[src/rtl/sample_fetch_ctrl.sv]
// Sample ROM fetch controller: tracks the Z80 sample address and fetches the byte at it from external ROM.
// Optional next-byte prefetch buffer enabled by defining SAMPLE_PREFETCH_EN.
module sample_fetch_ctrl #(
    parameter logic [23:0] ROM_BASE = 24'h000000,
    parameter int unsigned ROM_AW   = 24
) (
    input  logic              CLK_32M,
    input  logic              reset_n,
    input  logic [15:0]       sample_addr,
    input  logic [1:0]        sample_addr_wr,
    input  logic              sample_inc,
    input  logic              pause,
    output logic [ROM_AW-1:0] rom_addr,
    output logic              rom_req,
    input  logic              rom_ack,
    input  logic [7:0]        rom_data,
    output logic [7:0]        sample_in,
    output logic              sample_valid,
    output logic [15:0]       cur_addr
);

`ifdef SAMPLE_PREFETCH_EN
    localparam bit PREFETCH = 1'b1;
`else
    localparam bit PREFETCH = 1'b0;
`endif

    typedef enum logic [1:0] {
        IDLE       = 2'd0,
        FETCH_CUR  = 2'd1,
        FETCH_NEXT = 2'd2
    } state_t;

    state_t      state;
    logic        stale;
    logic [7:0]  next_buf;
    logic        next_valid;

    logic [15:0] ld_val;
    logic [15:0] nxt_addr;
    logic        addr_ld;
    logic        addr_chg;
    logic        take_next;

    function automatic logic [ROM_AW-1:0] to_rom(input logic [15:0] a);
        return ROM_AW'(ROM_BASE) + ROM_AW'(a);
    endfunction

    // Byte-lane merge of the address load; a load wins over a same-cycle increment.
    always_comb begin
        ld_val = cur_addr;
        if (sample_addr_wr[0]) ld_val[7:0]  = sample_addr[7:0];
        if (sample_addr_wr[1]) ld_val[15:8] = sample_addr[15:8];
    end

    assign addr_ld   = |sample_addr_wr;
    assign addr_chg  = addr_ld | sample_inc;
    assign nxt_addr  = addr_ld ? ld_val : cur_addr + 16'd1;
    assign take_next = PREFETCH && sample_inc && !addr_ld && next_valid && sample_valid;

    always_ff @(posedge CLK_32M) begin
        if (!reset_n) begin
            state        <= IDLE;
            cur_addr     <= 16'h0000;
            sample_in    <= 8'h00;
            sample_valid <= 1'b0;
            rom_req      <= 1'b0;
            rom_addr     <= to_rom(16'h0000);
            stale        <= 1'b0;
            next_buf     <= 8'h00;
            next_valid   <= 1'b0;
        end else begin
            // Any address change invalidates the current byte unless the prefetched byte covers it.
            if (addr_chg) begin
                cur_addr   <= nxt_addr;
                next_valid <= 1'b0;
                if (take_next) begin
                    sample_in <= next_buf;
                end else begin
                    sample_valid <= 1'b0;
                end
            end

            case (state)
                IDLE: begin
                    if (!sample_valid && !pause) begin
                        state    <= FETCH_CUR;
                        rom_req  <= 1'b1;
                        rom_addr <= to_rom(addr_chg ? nxt_addr : cur_addr);
                    end
                end

                FETCH_CUR: begin
                    if (rom_ack) begin
                        stale <= 1'b0;
                        if (stale || addr_chg) begin
                            state   <= IDLE;
                            rom_req <= 1'b0;
                        end else begin
                            sample_in    <= rom_data;
                            sample_valid <= 1'b1;
                            if (PREFETCH && !pause) begin
                                state    <= FETCH_NEXT;
                                rom_addr <= to_rom(cur_addr + 16'd1);
                            end else begin
                                state   <= IDLE;
                                rom_req <= 1'b0;
                            end
                        end
                    end else if (addr_chg) begin
                        stale <= 1'b1;
                    end
                end

                FETCH_NEXT: begin
                    if (rom_ack) begin
                        if (!stale && !addr_chg) begin
                            next_buf   <= rom_data;
                            next_valid <= 1'b1;
                        end
                        stale   <= 1'b0;
                        state   <= IDLE;
                        rom_req <= 1'b0;
                    end else if (addr_chg) begin
                        stale <= 1'b1;
                    end
                end

                default: begin
                    state   <= IDLE;
                    rom_req <= 1'b0;
                end
            endcase
        end
    end

endmodule

[config.mk]
export PLATFORM = sky130hd
export DESIGN_NAME = sample_fetch_ctrl
export DESIGN_NICKNAME = d
export VERILOG_FILES = /design/src/rtl/sample_fetch_ctrl.sv
export SDC_FILE = /design/constraint.sdc
export NUM_CORES = 1
export LEC_CHECK = 0
export CAP_MARGIN = 20
export CELL_PAD_IN_SITES_DETAIL_PLACEMENT = 1
export CELL_PAD_IN_SITES_GLOBAL_PLACEMENT = 1
export CORE_ASPECT_RATIO = 1.25
export CORE_UTILIZATION = 33
export DETAILED_ROUTE_END_ITERATION = 8
export GPL_TIMING_DRIVEN = 0
export HOLD_SLACK_MARGIN = 0.12
export PLACE_DENSITY = 0.94
export SETUP_SLACK_MARGIN = 0.5
export SLEW_MARGIN = 25
export SYNTH_ARGS = -nofsm -noshare
export SYNTH_HDL_FRONTEND = slang
export SYNTH_SLANG_ARGS = --single-unit
export TNS_END_PERCENT = 1
[constraint.sdc]
create_clock -name CLK_32M -period 3.25 [get_ports CLK_32M]
set_input_delay 0.4875 -clock CLK_32M [delete_from_list [all_inputs] [get_ports CLK_32M]]
set_output_delay 0.4875 -clock CLK_32M [all_outputs]
set_load 0.1 [all_outputs]
==> flow_summary.toml, run 1 <==
[worst_setup_path]
path_depth = 1
cp_max_fo = 6
critPathCapture = "cur_addr[2]"
max_stage_delay_ns = 1.19
r2r-end = "cur_addr[12]"
rr_worst_depth = 5
crit_path_start = "cur_addr[2]"
worstSetupPathType = "flop to primary output"
path_buf_inv = 1
cp-end-kind = "primary output"
crit_required_ns = 2.76
path_cells = "clkdlybuf4s50_1"
crit_slowest_cell = "clkdlybuf4s50_1"
path_delay_family = "buffers and inverters"
reg2reg_slack_ns = 1.22
start_kind = "flop"
worstPathArrival_ns = 1.95
timing.rr.start = "cur_addr[1]"

[synthesis]
syn_area_per_cell_um2 = 8.40
synth_compound_area_share_pct = 15.1
synthFlopType = "dfxtp_1"
synth-xor-area-share_pct = 4.74
synth-simple-area-share_pct = 25.3
synth_top_family_by_area = "simple AND/OR/NAND/NOR gates"
synth_top_area_share_pct = 42.3
synthMuxAreaShare_pct = 5.42
synthArstFlopShare_pct = 0
synthesis.area_um2 = 2030
synth_fa_ha_area_share_pct = 0.615
synth_top_cells_by_area = "dfxtp_1, mux2i_1, nor2_1"
synth_edf_count = 0
ys_seq_area_share_pct = 42.3
postSynthCellCount = 242
ys_warn_count = 0
synth.distinct_cells = 39
synth_seq_cells = 43
synth_area_leader_cell = "dfxtp_1"

[clocking]
clk_pin_slew_worst_paths_ns = 0.08
cts_sinks = 43
clk_path_buf_depth = 2
cts_hold_buf = 0
ctsResizeCount = 0
cts.htree.levels = 2
clock-root-buffer = "clkbuf_8"
cts_tree = "done"
cts_made_buffers = 5
cts_setup_buffers = 0
clk_latency_ns = 0.29

[floorplanning]
start_util_pct = 34.7
rows = 31
die_h_um = 89.8
die-width_um = 72.2
io_pins = 81
die-area_um2 = 6480
core_area_um2 = 5860

[routing]
via_per_inst = 5.06
drtIter0Drc = 232
drc_errors = 0
drtPass1Iterations = 4
vias = 2069
finalWirelength_um = 6300
ant_nets = 0
routedWlPerCell_um = 15.4

[place]
dp.cells = 403
dp_hpwl_um = 5010
gp_congestion = 0.862
numPortBuffers = 72

[run_status]
outcome = "finished, final reports clean"

[global_routing]
use_met1_pct = 24.4
grt_start_max_net_pins = 12
antenna_found_initial = 0
use_met2_pct = 36.2
grt_pass1_vias = 2083
grt_overflow = 0
grt_pass1_wl_um = 10500
gr-usage-met3_pct = 3.92
top_usage_layer = "met2"
grt_util_all_layers_pct = 20.6

[timing]
tightest_slew_ns = 1.00
clock_skew_ns = 0.00496
post-route-period-util_pct = 74.9
hold_viol_final = 0
rsz0062_at_grt = "false"
setup-tns-final_ns = 0
fmax_mhz = 411
setup_violations = 0
hold_slack_ns = 0.459
slew_headroom_pct = 33.0
slew_viol_final = 0
fin_crit_ns = 2.44

[final_layout]
area_growth_pct = 45.4
final_common_cell = "clkdlybuf4s50_1"
mostFrequentLayoutCells = "clkdlybuf4s50_1, dfxtp_1, nor2_1"
layout.cells.non_filler = 409
layout.nets = 360
drive_above_1_share_pct = 6.42
diodes = 0

[power_and_ir_drop]
switching_share_pct = 39.0
clkPwrFrac_pct = 23.1
p_seq_share_pct = 43.4
p_leak_uw = 0.00109
peakVddDrop_mv = 0.258
p_comb_share_pct = 33.5
net-switching-power_uw = 524
p_int_uw = 820
p_per_area_nw_per_um2 = 455

[worst_hold_path]
hold_path.class = "flop to flop"

[run]
cap_violations = 0
area by class of cell:
class,count,area (µm²)
Sequential cell,43,861
Tap cell,82,103
Buffer,21,110
Fill cell,716,2900
Timing Repair Buffer,72,721
Clock buffer,6,72.6
Inverter,5,18.8
Multi-Input combinational cell,180,1070
layer usage:
layer  wire length [µm]  up-vias  share of wire (%)
met3                328       14                5.2
met4                125        0                2.0
met1               2580      990                 41
li1                   -     1000                  -
met5                  0        -                  0
met2               3260       65                 52
metrics by stage:
step | power (µW) | worst slack (ns) | area (µm²) | utilization (%)
after floorplan | 917 | 0.676 | 2060 | -
after global placement | 1040 | 0.685 | 2880 | 49.2
after CTS | 1350 | 0.803 | 2960 | 50.5
after detailed placement | 1050 | 0.666 | 2880 | 49.2
final | 1340 | 0.814 | 2960 | 50.5
after global routing | 1400 | 0.735 | 2960 | 50.5
cells by family (layout without fill, tap and decap cells):
kind of cell,count (synthesis),count (layout)
and+or+nand+nor,102,102
xor gates and xnor gates,11,11
DFF,43,43
muxes,11,11
AOI/OAI and AO/OA,47,47
other,1,8
buffers and inverters,26,104
adders and majority gates,1,1
power by group through the flow:
stage | combinational, µW | sequential (µW) | clock (µW)
6_report | 450 | 583 | 310
3_5_place_dp | 451 | 595 | 0
5_1_grt | 470 | 587 | 345
3_3_place_gp | 443 | 594 | 0
2_1_floorplan | 131 | 786 | 0
4_1_cts | 452 | 583 | 316
registers in the layout (all words and copies together) (netlist names):
signal / cells
sample_valid: 1
cur_addr: 16
rom_addr: 16
sample_in: 8
rom_req: 1
stale: 1
synthesized netlist by cell type (2+ instances only):
master and number:
dfxtp_1 43, nor2_1 27, nand2_1 25, o21ai_0 16, clkbuf_1 12, a21oi_1 11, mux2i_1 11, buf_4 8
and2_1 7, xnor2_1 7, nand3_1 6, inv_1 5, nand2b_1 5, nand4_1 5, nor2b_1 5, nor3_1 5
nor4_1 5, o211ai_1 4, or3_1 4, xor2_1 4, o211a_1 3, a211o_1 2, a211oi_1 2, o311ai_0 2
o31ai_1 2, or4_1 2, or4b_2 2
worst min-delay path by stage:
stage               depth (start not counted)  slack (ns)         from     endpoint
floorplan                                   2        0.45        stale        stale
finish                                      2        0.46  rom_addr[0]  rom_addr[0]
global route                                2        0.48  rom_addr[4]  rom_addr[4]
detailed placement                          2        0.45  rom_addr[0]  rom_addr[0]
global placement                            2        0.45  rom_addr[3]  rom_addr[3]
CTS                                         2        0.46  rom_addr[0]  rom_addr[0]
(Power assumes the default switching activity.)
==> run 2, diff against run 1 <==
- CORE_UTILIZATION: 33 -> 28
- PLACE_DENSITY: 0.94 -> 0.86
- clock period: 3.25 -> 2.1 ns (I/O delays scaled with it)
==> flow_summary.toml, run 2 (synthesis gave the netlist of run 1 again) <==
[run]
cap_violations = 0

[routing]
drc_errors = 0
drtIter0Drc = 102
routedWlPerCell_um = 15.6
drtPass1Iterations = 4
via_per_inst = 4.96
ant_nets = 0
finalWirelength_um = 6610
vias = 2108

[timing]
hold_slack_ns = 0.462
slew_headroom_pct = 34.4
fin_crit_ns = 1.84
tightest_slew_ns = 0.989
post-route-period-util_pct = 87.6
hold_viol_final = 0
slew_viol_final = 0
rsz0062_at_grt = "true"
fmax_mhz = 544
clock_skew_ns = 0.00793
setup_violations = 0
setup-tns-final_ns = 0

[floorplanning]
die-area_um2 = 7610
die_h_um = 97.3
io_pins = 81
core_area_um2 = 6980
start_util_pct = 29.1
die-width_um = 78.2
rows = 34

[place]
numPortBuffers = 72
gp_congestion = 0.808
dp_hpwl_um = 5130
dp.cells = 411

[worst_setup_path]
crit_slowest_cell = "dlygate4sd2_1"
start_kind = "flop"
path_buf_inv = 1
path_delay_family = "buffers and inverters"
critPathCapture = "cur_addr[9]"
cp_max_fo = 6
path_cells = "dlygate4sd2_1"
crit_path_start = "cur_addr[9]"
timing.rr.start = "cur_addr[3]"
reg2reg_slack_ns = 0.33
worstSetupPathType = "flop to primary output"
worstPathArrival_ns = 1.52
cp-end-kind = "primary output"
path_depth = 1
crit_required_ns = 1.78
max_stage_delay_ns = 0.85
rr_worst_depth = 4
r2r-end = "rom_addr[13]"

[final_layout]
regArea_um2 = 912
fillCellCount = 871
final_common_cell = "dlygate4sd2_1"
drive_above_1_share_pct = 19.7
multi_input_area_um2 = 1160
layout.cells.non_filler = 425
diodes = 0
mostFrequentLayoutCells = "dlygate4sd2_1, clkdlybuf4s50_1, nor2_1, dfxtp_1, nand2_1"
reg_top3 = "cur_addr: 16 flops, rom_addr: 16 flops, sample_in: 8 flops"
final_util_pct = 45.0
area_growth_pct = 54.5
layout.nets = 366

[power_and_ir_drop]
p_seq_share_pct = 43.1
net-switching-power_uw = 833
p_comb_share_pct = 32.8
clkPwrFrac_pct = 24.1
p_per_area_nw_per_um2 = 667
peakVddDrop_mv = 0.344
switching_share_pct = 39.7
p_int_uw = 1260
p_leak_uw = 0.00131

[clocking]
cts_tree = "done"
clk_pin_slew_worst_paths_ns = 0.08
clk_latency_ns = 0.30
cts_made_buffers = 5
cts.htree.levels = 2
cts_sinks = 43
clock-root-buffer = "clkbuf_8"
clk_path_buf_depth = 2

[run_status]
outcome = "finished, final reports clean"

[global_routing]
grt_overflow = 0
grt_util_all_layers_pct = 18.2
antenna_found_initial = 0
grt_pass1_vias = 2160
grt_start_max_net_pins = 13
grt_pass1_wl_um = 10900

[worst_hold_path]
hold_path.class = "flop to flop"
-- run 2: cell types whose count changed in the layout (fill, tap and decap cells not counted), moves of 5 or more --
| cell | change |
|---|---|
| dlygate4sd2_1 | +31 |
| dfxtp_1 | -17 |
| buf_4 | +6 |
| clkdlybuf4s50_1 | -45 |
| dfxtp_2 | +5 |
| clkdlybuf4s15_1 | +10 |
| dfxtp_4 | +12 |
-- run 2: layer usage --
metal	vias to the layer above	wire, µm	GRT usage, %
met5	-	0	0
met4	0	123	5.84
met3	12	312	3.38
met2	63	3420	32.2
met1	1020	2760	21.9
li1	1013	-	-
-- run 2: timing repair --
action,in CTS,in global routing
hold buffers,0,0
endpoints found under the setup margin,79,81
cloned,1,0
buffers inserted,3,2
hold endpoints to repair,0,0
resized for setup,71,12
pin swaps,2,3
-- run 2: how the worst min path moves through the flow --
stage                      startpoint          end  slack (ns)  cells past startpoint
after floorplan                 stale        stale        0.45                      2
after global placement    rom_addr[3]  rom_addr[3]        0.45                      2
after detailed placement  rom_addr[0]  rom_addr[0]        0.46                      2
after CTS                 rom_addr[0]  rom_addr[0]        0.47                      2
after global routing      rom_addr[0]  rom_addr[0]        0.49                      2
final                     rom_addr[0]  rom_addr[0]        0.46                      2
-- run 2: area by class of cell --
class,instances,area share (%)
Multi-Input combinational cell,180,36.8
Timing Repair Buffer,78,23.1
Tap cell,90,3.59
Clock inverter,1,0.159
Buffer,21,4.26
Inverter,5,0.598
Sequential cell,43,29.0
Clock buffer,7,2.43
-- run 2: power by group through the flow --
stage	registers, µW	logic (µW)	clock network, µW
after floorplan	1220	205	0
after global placement	921	691	0
after detailed placement	923	700	0
after CTS	903	683	518
after global routing	911	718	542
final	903	687	506
-- run 2: stage by stage --
stage / area (µm²) / power [µW] / setup WS, ns
after floorplan: 2150 / 1420 / 0.237
after global placement: 2990 / 1610 / -0.302
after detailed placement: 2990 / 1620 / -0.343
after CTS: 3110 / 2100 / 0.254
after global routing: 3140 / 2170 / 0.231
final: 3140 / 2100 / 0.261
-- run 2: worst min-delay path: cells and delay by family (launching register included) --
kind / cells / cell delay [ns]
DFF: 1 / 0.31
AOI/OAI and AO/OA: 1 / 0.06
and+or+nand+nor: 1 / 0.05
==> run 3, diff against run 2 <==
- CORE_MARGIN: not set -> 5
- CORE_UTILIZATION: 28 -> 40
- DONT_BUFFER_PORTS: not set -> 1
- PLACE_DENSITY: 0.86 -> 0.84
==> flow_summary.toml, run 3 (synthesis gave the netlist of run 1 again) <==
[global_routing]
use_met1_pct = 19.5
antenna_found_initial = 0
gr-usage-met3_pct = 8.04
grt_util_all_layers_pct = 18.4
grt_pass1_vias = 1902
top_usage_layer = "met2"
grt_overflow = 0
use_met2_pct = 32.1
grt_start_max_net_pins = 13
grt_pass1_wl_um = 9630

[power_and_ir_drop]
peakVddDrop_mv = 0.339
p_int_uw = 1170
net-switching-power_uw = 788
switching_share_pct = 40.3
p_per_area_nw_per_um2 = 831
clkPwrFrac_pct = 25.2
p_seq_share_pct = 62.1
p_leak_uw = 0.000862
p_comb_share_pct = 12.7

[timing]
clock_skew_ns = 0.00614
slew_headroom_pct = 33.1
tightest_slew_ns = 1.00
hold_slack_ns = 0.168
setup_violations = 0
fin_crit_ns = 2.01
hold_viol_final = 0
post-route-period-util_pct = 95.8
rsz0062_at_grt = "true"
fmax_mhz = 497
slew_viol_final = 0

[final_layout]
diodes = 0
reg_top3 = "cur_addr: 16 flops, rom_addr: 16 flops, sample_in: 8 flops"
regArea_um2 = 917
final_common_cell = "nor2_1"
drive_above_1_share_pct = 18.8
final_util_pct = 47.1
multi_input_area_um2 = 1130
mostFrequentLayoutCells = "nor2_1, dfxtp_1, nand2_1"
fillCellCount = 608
layout.nets = 291
area_growth_pct = 15.9

[worst_setup_path]
worstPathArrival_ns = 2.17
crit_slowest_cell = "dfxtp_4"
cp_max_fo = 6
start_kind = "flop"
rr_worst_depth = 5
critPathCapture = "rom_addr[15]"
cp-end-kind = "flop"
timing.rr.start = "cur_addr[0]"
crit_required_ns = 2.26
path_delay_family = "simple AND/OR/NAND/NOR gates"
worstSetupPathType = "flop to flop"
max_stage_delay_ns = 0.59
crit_path_start = "cur_addr[0]"
path_cells = "nand2_2, or4_4, nor4_4, mux2i_1, a21oi_1"
path_buf_inv = 0
path_depth = 5
r2r-end = "rom_addr[15]"
reg2reg_slack_ns = 0.09

[floorplanning]
rows = 29
die_h_um = 89.7
start_util_pct = 40.6
die-area_um2 = 6620
die-width_um = 73.8
io_pins = 81
core_area_um2 = 5010

[clocking]
cts_sinks = 43
clk_latency_ns = 0.29
cts.htree.levels = 2
cts_made_buffers = 5
clk_pin_slew_worst_paths_ns = 0.08
cts_tree = "done"
clock-root-buffer = "clkbuf_8"
clk_path_buf_depth = 2

[routing]
drtIter0Drc = 72
drtPass1Iterations = 4
ant_nets = 0
via_per_inst = 5.52
vias = 1776
routedWlPerCell_um = 18.5
finalWirelength_um = 5950
drc_errors = 0

[run_status]
outcome = "finished, final reports clean"

[place]
gp_congestion = 0.798
dp_hpwl_um = 4750
numPortBuffers = 0

[worst_hold_path]
hold_path.class = "primary input to flop"

[run]
cap_violations = 0
-- run 3: layer usage --
metal | up-vias | wire [µm]
li1 | 863 | -
met1 | 849 | 2240
met2 | 57 | 3030
met3 | 7 | 610
met4 | 0 | 69
met5 | - | 0
-- run 3: repair_timing --
item,in CTS,in global routing
hold buffers,0,0
hold endpoints to repair,0,0
setup endpoints to repair,35,50
pin swaps,3,6
buffers inserted,3,0
gates resized for setup,6,1
-- run 3: how the worst min path moves through the flow --
stage               cells past startpoint  slack (ns)      endpoint        start
floorplan                               2        0.45         stale        stale
global placement                        2        0.46   cur_addr[7]      reset_n
detailed placement                      2        0.47  sample_in[5]  rom_data[5]
CTS                                     2        0.16   cur_addr[7]      reset_n
global route                            2        0.18  sample_in[3]  rom_data[3]
finish                                  2        0.17   cur_addr[7]      reset_n
-- run 3: power groups by stage --
stage                     clock network [µW]  logic [µW]  registers (µW)
after global routing                     544         274            1220
after detailed placement                   0         247            1240
after global placement                     0         239            1240
after floorplan                            0         205            1220
final                                    494         249            1220
after CTS                                508         250            1220
-- run 3: worst reg2reg max path, stage by stage, from the launching register on --
cell,delay (ns)
dfxtp_4,0.59
nand2_2,0.12
or4_4,0.59
nor4_4,0.18
mux2i_1,0.30
a21oi_1,0.10
-- run 3: layout make-up --
cell class	count	share of cell area (%)
multi-input combinational	180	48.0
tap	62	3.29
sequential	43	38.9
timing repair buffer	3	0.955
buffer	21	4.67
clock buffer	8	3.40
inverter	5	0.796
-- run 3: per-stage QoR --
step | setup WS, ns | instance area, µm² | TNS [ns] | power (µW) | instances
finish | 0.0885 | 2360 | 0 | 1960 | 322
global route | 0.0393 | 2360 | 0 | 2040 | 322
CTS | 0.0871 | 2360 | 0 | 1980 | 322
detailed placement | -0.0205 | 2230 | -0.0205 | 1480 | 311
global placement | 0.0280 | 2230 | 0 | 1470 | 311
floorplan | 0.237 | 2150 | 0 | 1420 | 249
